## config.mk

```make
export PLATFORM = sky130hd
export DESIGN_NAME = serial_rx_deserializer
export DESIGN_NICKNAME = d
export VERILOG_FILES = /design/src/rtl/serial_link_pkg.sv /design/src/rtl/serial_rx_shifter.sv /design/src/rtl/serial_rx_deserializer.sv
export SDC_FILE = /design/constraint.sdc
export NUM_CORES = 1
export LEC_CHECK = 0
export ABC_AREA = 1
export CAP_MARGIN = 0
export CORE_MARGIN = 4
export CORE_UTILIZATION = 42
export DETAILED_ROUTE_END_ITERATION = 10
export PLACE_DENSITY = 0.65
export SETUP_SLACK_MARGIN = 0.2
export SYNTH_ARGS = -nofsm -noshare
export SYNTH_HDL_FRONTEND = slang
export SYNTH_SLANG_ARGS = --single-unit
```

## constraint.sdc

```tcl
create_clock -name i_clk -period 1.35 [get_ports i_clk]
set_input_delay 0.27 -clock i_clk [delete_from_list [all_inputs] [get_ports i_clk]]
set_output_delay 0.27 -clock i_clk [all_outputs]
set_load 0.01 [all_outputs]
```

## src/rtl/serial_link_pkg.sv

```systemverilog
// serial_link_pkg: shared receive-FSM encoding and default word width for the serial link.
package serial_link_pkg;
  typedef enum logic {RX_IDLE = 1'b0, RX_SHIFT = 1'b1} rx_state_t;
  localparam int LINK_DATA_WIDTH = 8;
endpackage

```

## src/rtl/serial_rx_shifter.sv

```systemverilog
// serial_rx_shifter: frame shift register and bit counter; o_frame already includes the bit being sampled.
module serial_rx_shifter #(
  parameter int DATA_WIDTH = 8,
  parameter int CNT_WIDTH  = 5,
  parameter int FRAME_LEN  = DATA_WIDTH
) (
  input  logic                 i_clk,
  input  logic                 i_rst,
  input  logic                 i_shift,
  input  logic                 i_clear,
  input  logic                 i_bit,
  output logic [FRAME_LEN-1:0] o_frame,
  output logic [CNT_WIDTH-1:0] o_cnt,
  output logic                 o_frame_full
);
  logic [FRAME_LEN-1:0] r_sr;
  logic [CNT_WIDTH-1:0] r_cnt;
  assign o_frame      = {r_sr[FRAME_LEN-2:0], i_bit};
  assign o_cnt        = r_cnt;
  assign o_frame_full = r_cnt == CNT_WIDTH'(FRAME_LEN - 1);
  always_ff @(posedge i_clk or posedge i_rst) begin
    if (i_rst) begin
      r_sr  <= '0;
      r_cnt <= '0;
    end else begin
      r_sr  <= i_shift ? o_frame : (i_clear ? '0 : r_sr);
      r_cnt <= i_clear ? '0 : (i_shift ? r_cnt + CNT_WIDTH'(1) : r_cnt);
    end
  end
endmodule

```

## src/rtl/serial_rx_deserializer.sv

```systemverilog
// serial_rx_deserializer: MSB-first serial receiver with single-entry valid/ready buffer and error pulses.
// Optional even-parity bit per frame when SERIAL_RX_PARITY_CHECK_EN is defined.
module serial_rx_deserializer
  import serial_link_pkg::*;
#(
  parameter int DATA_WIDTH = LINK_DATA_WIDTH,
  parameter int CNT_WIDTH  = 5
) (
  input  logic                  i_clk,
  input  logic                  i_reset,
  input  logic                  i_serial_data,
  input  logic                  i_serial_en,
  output logic [DATA_WIDTH-1:0] o_data_out,
  output logic                  o_data_valid,
  input  logic                  i_data_ready,
  output logic                  o_busy,
  output logic                  o_frame_err,
  output logic                  o_overrun
`ifdef SERIAL_RX_PARITY_CHECK_EN
  ,
  output logic                  o_parity_err
`endif
);
`ifdef SERIAL_RX_PARITY_CHECK_EN
  localparam int FRAME_LEN = DATA_WIDTH + 1;
`else
  localparam int FRAME_LEN = DATA_WIDTH;
`endif
  rx_state_t             r_state, w_next_state;
  logic [FRAME_LEN-1:0]  w_frame;
  logic [CNT_WIDTH-1:0]  w_cnt;
  logic                  w_frame_full, w_complete, w_trunc, w_clear, w_par_ok, w_load, w_drop;
  logic [DATA_WIDTH-1:0] r_data;
  logic                  r_valid, r_frame_err, r_overrun;

  serial_rx_shifter #(.DATA_WIDTH(DATA_WIDTH), .CNT_WIDTH(CNT_WIDTH), .FRAME_LEN(FRAME_LEN)) u_shifter (
    .i_clk       (i_clk),
    .i_rst       (i_reset),
    .i_shift     (i_serial_en),
    .i_clear     (w_clear),
    .i_bit       (i_serial_data),
    .o_frame     (w_frame),
    .o_cnt       (w_cnt),
    .o_frame_full(w_frame_full)
  );

`ifdef SERIAL_RX_PARITY_CHECK_EN
  logic r_parity_err;
  assign w_par_ok     = ~^w_frame;
  assign o_parity_err = r_parity_err;
  always_ff @(posedge i_clk or posedge i_reset) begin
    if (i_reset) r_parity_err <= 1'b0;
    else r_parity_err <= w_complete & ~w_par_ok;
  end
`else
  assign w_par_ok = 1'b1;
`endif

  always_ff @(posedge i_clk or posedge i_reset) begin
    if (i_reset) r_state <= RX_IDLE;
    else r_state <= w_next_state;
  end

  // A nonzero bit count means a frame is in flight, so a dropped strobe truncates it.
  always_comb begin
    w_complete   = i_serial_en & w_frame_full;
    w_trunc      = ~i_serial_en & (w_cnt != '0);
    w_clear      = w_complete | w_trunc;
    w_next_state = (i_serial_en & ~w_frame_full) ? RX_SHIFT : RX_IDLE;
    w_load       = w_complete & w_par_ok & (~r_valid | i_data_ready);
    w_drop       = w_complete & w_par_ok & r_valid & ~i_data_ready;
  end

  always_ff @(posedge i_clk or posedge i_reset) begin
    if (i_reset) begin
      r_data      <= '0;
      r_valid     <= 1'b0;
      r_frame_err <= 1'b0;
      r_overrun   <= 1'b0;
    end else begin
      r_valid     <= w_load | (r_valid & ~i_data_ready);
      r_data      <= w_load ? w_frame[FRAME_LEN-1 -: DATA_WIDTH] : r_data;
      r_frame_err <= w_trunc;
      r_overrun   <= w_drop;
    end
  end

  assign o_data_out   = r_data;
  assign o_data_valid = r_valid;
  assign o_busy       = r_state == RX_SHIFT;
  assign o_frame_err  = r_frame_err;
  assign o_overrun    = r_overrun;
endmodule

```

Yosys cells after proc, flatten, opt, wreduce, memory -nomap -nowiden
Cells that the tools add are included.
{"block": "word_totals", "reg_bits": 24}
{"block": "op_classes", "eq_ne": 1, "bitwise": 14, "reduce_logical": 2, "muxes": 5, "addsub": 1}
{"cell": "$mux W7", "n": 2}
{"cell": "$mux W5", "n": 2}
{"cell": "$and A1 B1 Y1", "n": 7}
{"cell": "$add A5 B1 Y5 const B", "n": 1}
{"cell": "$eq A5 B3 Y1 const B", "n": 1}
{"cell": "$reduce_bool A5 Y1", "n": 1}
{"cell": "$not A1 Y1", "n": 4}
{"cell": "$or A1 B1 Y1", "n": 3}
{"cell": "$reduce_bool A2 Y1", "n": 1}
{"cell": "$mux W1", "n": 1}

Longest topological paths before layout
Gate-level depths: netlist of run 1.
{"block": "depth", "depth_word": 5, "ltp_mapped": 8, "mapped_depth_nobuf": 8}

Cells and area by module
A second synthesis of run 1 with hierarchy kept.
{"block": "hier_totals", "cells_unflattened": 111, "hier_area_um2": 1043.5}
{"module": "serial_rx_shifter", "area_each_um2": 551.8, "instances": 1, "seq_area_each_um2": 300.3, "cells_each": 57}
{"module": "serial_rx_deserializer", "area_each_um2": 491.7, "instances": 1, "seq_area_each_um2": 300.3, "cells_each": 54}

Worst setup path before layout of run 1
No wires, ideal clock.
{"block": "synth_path", "path_kind": "reg-to-reg", "from": "reg u_shifter.r_cnt[0], in the netlist u_shifter.o_cnt[0]", "to": "reg u_shifter.r_cnt[1], in the netlist u_shifter.o_cnt[1]", "t_arrival_ps": 998, "stages_incl_launch_ff": 9, "synth_period_minus_slack_ps": 1115, "required_time_ps": 1233, "setup_slack_ps": 235, "path_cell_list": "dfrtp_1 > ha_1 > nand2_4 > inv_4 > nand2_2 > nand2_2 > inv_2 > nand2_1 > nand2_1"}
{"block": "synth_via", "elab_chain_cells": 4, "word_cells_on_any_way": 9, "cone_classes": "add/sub (1); eq/ne (1); mux (2); bitwise (3); reduce/logical (2)"}
{"element": "start, declared", "line_no": "serial_rx_shifter.sv:17", "source": "logic [CNT_WIDTH-1:0] r_cnt;"}
{"element": "start signal, assigned", "line_no": "serial_rx_shifter.sv:27", "source": "r_cnt <= i_clear ? '0 : (i_shift ? r_cnt + CNT_WIDTH'(1) : r_cnt);"}
{"element": "parallel branches: the longest is 4 deep, another holds $add A5 B1 Y5"}
Parallel ways; which one is timed is not known. The select of a mux whose other input is x is not followed.
A chain may end at the register's enable or synchronous reset.

Final worst setup path of run 1
{"block": "layout_path", "from": "reg u_shifter.r_cnt[0], in the netlist u_shifter.o_cnt[0]", "to": "reg r_frame_err, in the netlist o_frame_err"}
{"block": "layout_via", "elab_chain_cells": 2}
{"element": "$reduce_bool A5 Y1", "line_no": "serial_rx_deserializer.sv:67", "source": "w_trunc = ~i_serial_en & (w_cnt != '0);"}
{"element": "$and A1 B1 Y1", "line_no": "serial_rx_deserializer.sv:67"}
{"element": "net w_trunc", "line_no": "serial_rx_deserializer.sv:32", "source": "logic w_frame_full, w_complete, w_trunc, w_clear, w_par_ok, w_load, w_drop;"}
{"element": "end signal, assigned", "line_no": "serial_rx_deserializer.sv:83", "source": "r_frame_err <= w_trunc;"}
{"element": "end, declared", "line_no": "serial_rx_deserializer.sv:34", "source": "logic r_valid, r_frame_err, r_overrun;"}
The timed path passes the listed nets, and every way through them passes these cells.

==> qor.csv, run 1 <==
metric;value;unit
status;finished clean;
grt_max_degree;25;
drc;0;
layout_setup_ws;137.6;ps
post-route-period-util;0.8981;
max_stage_delay;470;ps
final-hold-violation-count;0;
wl;1975;um
whs;289.0;ps
path_cells;inv_2 > ha_4 > inv_2 > nor2_4 > buf_4 > buf_4 > a21oi_1;
crit_fanout;4;
antenna_found_initial;0;
numCtsBuffers;3;
period_minus_slack;1212;ps
yosys.area.top_type;dfrtp_1;
irDropWorstVdd;0.7863;mV
slowest_stage;dfrtp_2;
p_leak;0.0007161;uW
clk_latency;310;ps
dp_hpwl;1396;um
clk_path_buf_depth;2;
cp_data_arrival_time;1410;ps
placementRows;17;
avgSynthCellArea;10.12;um2
cp_top_family;flip-flops;
highest-signal-layer;met4;
ioPinCount;17;
p_per_area;1327;nW/um2
syn_inst;104;
port_buffers;16;
ys_seq_area_frac;0.5707;
wl_met3;85;um
synth_top_cell_area_share;0.5707;
report.final.slew_viol_count;0;
rrSetupSlack;140;ps
startpoint;u_shifter.o_cnt[0];
fin_area;1391;um2
dpl_worst_slack;-34.12;ps
track_usage;0.1325;
rsz0062_at_grt;yes;
coreArea;2297;um2
worst_r2r_path_depth;7;
pwr-share-comb;0.300;
wl_per_cell;12.04;um
p_seq_frac;0.500;
ys_seq_elements;24;
cts_tree;done;
cp-start-kind;flop;
crit_required;1550;ps
setup_viol;0;
cp-end-kind;flop;
die_h;58.06;um
ys_warn_count;0;
switchingPower;583.2;uW
first_pass_iters;4;
overflow;0;
path_clk_slew;120;ps
synthesis.nets;111;
reg2reg_to;o_frame_err;
post_dp_cell_area;1265;um2
antenna_left;0;
met1Wirelength;938;um
max_slew_margin;0.7990;
cellInternalPower;1263;uW
met2_wirelength;929;um
multi_input_area;444.2;um2
synthToLayoutAreaGrowth;32.22;%
timing.rr.start;u_shifter.o_cnt[0];
cap_violations;0;
num-nets-final;144;
max_freq;0.8248;GHz
crit_type;flop to flop;
syn_area;1052;um2
cts_sinks;24;
hp-class;input pin to async pin;
gp_congestion;0.7272;
cp_num_buf_inv;4;
dieArea;3370;um2
fillers;202;
avgViaCountPerCell;4.811;
htreeDepth;1;
start_util;0.4581;
root_buffer;clkbuf_4;
synth_cell_types;25;
drt_iter0_drc;14;
drive_gt1_frac;0.4191;
regArea;604.3;um2
clkPwrFrac;0.200;
grt_pass1_wl;3525;um
worst_clock_skew;2.558;ps
p_sw_frac;0.3158;
die_w;58.06;um
antenna_cells;0;
worstMarginPinSlew;301.5;ps
grt_pass1_vias;777;
synthTopCellsByArea;dfrtp_1 (57%), nand2_1 (8.6%), nand4_1 (5.4%), inv_1 (5.0%), o22ai_1 (3.6%);
vias;789;
layout by cell type, fill, tap and decap left out:
master and count:
nor2_4 2, inv_1 11, nand4_4 1, inv_2 5
xor2_1 1, nor3_1 2, clkdlybuf4s50_1 4, nand4_1 9
o22ai_2 4, mux2i_1 1, o22ai_1 2, dfrtp_1 21
nand2_2 4, buf_4 14, nand2_1 21, nand2_4 2
inv_4 1, nand3_4 1, nand3_1 1, nor2_1 4
a21oi_1 1, ha_4 2, o21ai_2 1, nor2_8 1
o21ai_1 1, dfrtp_2 3, clkbuf_8 1, clkbuf_2 1
clkbuf_4 3, buf_2 11
worst min-delay path: stages:
cell and delay [ps]:
clkdlybuf4s50_1 390, inv_1 50, buf_4 290
layout make-up:
cell class	count	share of cell area
Tap cell	28	0.02518
Timing Repair Buffer	30	0.1475
Sequential cell	24	0.4344
Multi-Input combinational cell	61	0.3192
Clock buffer	4	0.02608
Inverter	17	0.04766
stage by stage:
stage / total power, uW / utilization / std cells / TNS, ps
finish: 1846 / 0.6057 / 164 / 0
global route: 1975 / 0.6057 / 164 / 0
CTS: 1775 / 0.5779 / 160 / 0
detailed placement: 1364 / 0.5507 / 150 / -231.5
global placement: 1349 / 0.5507 / 150 / -123.4
floorplan: 1170 / - / 104 / 0
worst max path at each step:
| stage | end | slack (ps) | cells past startpoint |
|---|---|---|---|
| global route | u_shifter.o_cnt[0] | 50 | 6 |
| detailed placement | o_data_out[2] | -30 | 6 |
| floorplan | u_shifter.o_cnt[1] | 230 | 8 |
| finish | o_frame_err | 140 | 7 |
| global placement | o_data_out[3] | -20 | 6 |
| CTS | o_data_out[2] | 100 | 6 |
kinds of logic after synthesis:
| family | after synthesis | synth area share |
|---|---|---|
| AND/OR/NAND/NOR | 48 | 0.2628 |
| multiplexers | 1 | 0.009513 |
| adder cells (fa/ha/maj) | 2 | 0.02378 |
| flip-flops | 24 | 0.5708 |
| XOR/XNOR | 1 | 0.008325 |
| AO/OA/AOI/OAI | 9 | 0.04993 |
| buffers and inverters | 19 | 0.07492 |
power groups by stage:
stage	clock [uW]	combinational, uW	sequential [uW]
floorplan	0	236	934
global placement	0	433	915
detailed placement	0	445	919
CTS	388	482	905
global route	417	618	939
finish	370	553	923
repair_timing:
action,in CTS,in global routing
cloned,0,0
pin swaps,3,8
setup buffers,6,4
hold buffers,0,0
resized for setup,54,14
endpoints found under the setup margin,31,33
state kept, by name, summed over array words and instances, names as in the netlist:
| name | cells |
|---|---|
| o_busy | 1 |
| u_shifter.o_cnt | 5 |
| o_data_valid | 1 |
| o_frame_err | 1 |
| o_overrun | 1 |
| u_shifter.r_sr | 7 |
| o_data_out | 8 |
Yosys cell counts:
master	n
inv_4	1
o22ai_1	6
o21ai_1	1
nand2_1	24
inv_1	14
nor3_1	2
buf_4	1
xor2_1	1
nand4_1	9
nand4_4	1
nor2_4	1
nand2_4	1
dfrtp_1	24
nor2_1	4
nor2_8	1
nand2_2	2
ha_1	2
mux2i_1	1
inv_2	2
nand3_4	1
a21oi_1	1
nand3_1	1
o21ai_0	1
nor2_2	1
buf_2	1
layer usage:
metal / vias to the layer above / global-route usage
met4: 0 / 0.02980
met3: 2 / 0.02673
li1: 401 / -
met2: 16 / 0.2097
met1: 370 / 0.1873
met5: - / 0
No activity file was read; power rests on OpenSTA's default activity.
==> run 2, diff against run 1 <==
Settings changed: CAP_MARGIN 0 to 5, DONT_BUFFER_PORTS from default to 1, PLACE_DENSITY 0.65 to default.
Clock period 1.35 ns to 1.57 ns, I/O delays scaled along.
==> qor.csv, run 2 (synthesis gave the netlist of run 1 again) <==
metric;value;unit;change
status;finished clean;;unchanged
rrSetupSlack;350;ps;was 140 ps
max_freq;0.8208;GHz;was 0.8248 GHz
overflow;0;;unchanged
path_clk_slew;140;ps;was 120 ps
dieArea;3370;um2;unchanged
fin_util;0.5071;;was 0.6057
final_cell_mix;nand2_1 (24), dfrtp_1 (24), inv_1 (14);;was nand2_1 (21), dfrtp_1 (21), buf_4 (14)
cp-end-kind;flop;;unchanged
cap_violations;0;;unchanged
gp_congestion;0.7574;;was 0.7272
period_minus_slack;1218;ps;was 1212 ps
rsz0062_at_grt;no;;was yes
cts_tree;done;;unchanged
dp_hpwl;1337;um;was 1396 um
worst_clock_skew;3.111;ps;was 2.558 ps
ioPinCount;17;;unchanged
die_w;58.06;um;unchanged
crit_required;1810;ps;was 1550 ps
finalSetupTns;0;ps;unchanged
crit_path_end;o_data_out[4];;was o_frame_err
grt_pass1_wl;3070;um;was 3525 um
path_cells;ha_1 > nand2_4 > inv_4 > nand4_4 > nand2_1 > nand2_1;;was inv_2 > ha_4 > inv_2 > nor2_4 > buf_4 > buf_4 > a21oi_1
clk_path_buf_depth;2;;unchanged
die_h;58.06;um;unchanged
avgViaCountPerCell;5.124;;was 4.811
worst_r2r_path_depth;6;;was 7
root_buffer;clkbuf_4;;unchanged
largest_reg_flops;8;;unchanged
cp-start-kind;flop;;unchanged
htreeDepth;1;;unchanged
start_util;0.4581;;unchanged
drt_iter0_drc;11;;was 14
holdCritStartpoint;i_serial_en;;
worstMarginPinSlew;490.4;ps;was 301.5 ps
wl_per_cell;13.21;um;was 12.04 um
setup_viol;0;;unchanged
final-hold-violation-count;0;;unchanged
cp_data_arrival_time;1450;ps;was 1410 ps
coreArea;2297;um2;unchanged
max_slew_margin;0.6727;;was 0.7990
antenna_cells;0;;unchanged
reg2reg_to;o_data_out[4];;was o_frame_err
drc;0;;unchanged
wl;1810;um;was 1975 um
placementRows;17;;unchanged
hp-class;input pin to flop;;was input pin to async pin
p_per_area;1290;nW/um2;was 1327 nW/um2
antenna_found_initial;0;;unchanged
startpoint;u_shifter.o_cnt[0];;unchanged
synthToLayoutAreaGrowth;10.70;%;was 32.22%
post-route-period-util;0.7760;;was 0.8981
irDropWorstVdd;0.5655;mV;was 0.7863 mV
crit_type;flop to flop;;unchanged
port_buffers;0;;was 16
first_pass_iters;3;;was 4
timing.rr.start;u_shifter.o_cnt[0];;unchanged
crit_fanout;8;;was 4
antenna_left;0;;unchanged
vias;702;;was 789
drive_gt1_frac;0.1560;;was 0.4191
p_leak;0.0005900;uW;was 0.0007161 uW
cts_sinks;24;;unchanged
slowest_stage;dfrtp_1;;was dfrtp_2
num-nets-final;117;;was 144
grt_pass1_vias;672;;was 777
path_common_cell;nand2_1;;
report.final.slew_viol_count;0;;unchanged
clk_latency;320;ps;was 310 ps
track_usage;0.1217;;was 0.1325
max_stage_delay;430;ps;was 470 ps
grt_max_degree;16;;was 25
numCtsBuffers;3;;unchanged
[run 2: changes by cell type in the layout (fill, tap and decap cells not counted), sizes merged]
cell           delta
dlygate4sd3       +1
bufinv            +1
clkdlybuf4s50     -4
clkbuf            -2
buf              -23
[run 2: cell type report]
type / count / area, um2
fill: 215 / 1132
sequential: 24 / 600.6
multi-input combinational: 61 / 372.9
inverter: 17 / 66.31
timing repair buffer: 3 / 37.54
tap: 28 / 35.03
clock inverter: 1 / 30.03
clock buffer: 3 / 22.52
[run 2: per-layer routing]
| layer | vias up | track usage | share of wire |
|---|---|---|---|
| met1 | 330 | 0.1643 | 0.48 |
| met5 | - | 0 | 0 |
| met2 | 14 | 0.1677 | 0.43 |
| met4 | 0 | 0.05960 | 0.021 |
| li1 | 354 | - | - |
| met3 | 4 | 0.04900 | 0.076 |
[run 2: worst min-delay path by stage]
stage / to / depth (start not counted)
2_1_floorplan: o_busy / 1
3_3_place_gp: o_data_valid / 1
3_5_place_dp: o_data_valid / 1
4_1_cts: o_frame_err / 1
5_1_grt: o_frame_err / 1
6_report: o_frame_err / 1
[run 2: critical path, delay by kind of cell (launching register included)]
family	cells	cell delay [ps]
flops	1	430
fa+ha+maj	1	230
buf+inv	1	90
simple gates	4	380
[run 2: where the power goes]
group	internal (uW)	total (uW)	switching (uW)
Sequential	711	806	95.0
Clock	258	457	199
Combinational	94.8	240	145
Total	1060	1500	439
[run 2: stage by stage]
stage	cells	instance area (um2)	hold WS, ps	total power [uW]	setup slack [ps]
2_1_floorplan	104	1052	328.6	1006	454.7
3_3_place_gp	132	1102	247.8	1060	380.3
3_5_place_dp	132	1102	251.8	1064	353.3
4_1_cts	137	1165	35.01	1515	328.8
5_1_grt	137	1165	13.96	1594	245.9
6_report	137	1165	39.63	1503	351.7
[run 2: what timing repair did]
action | in CTS | in global routing
resized for setup | 0 | 0
endpoints found under the hold margin | 11 | 0
setup buffers | 0 | 0
hold buffers | 1 | 0
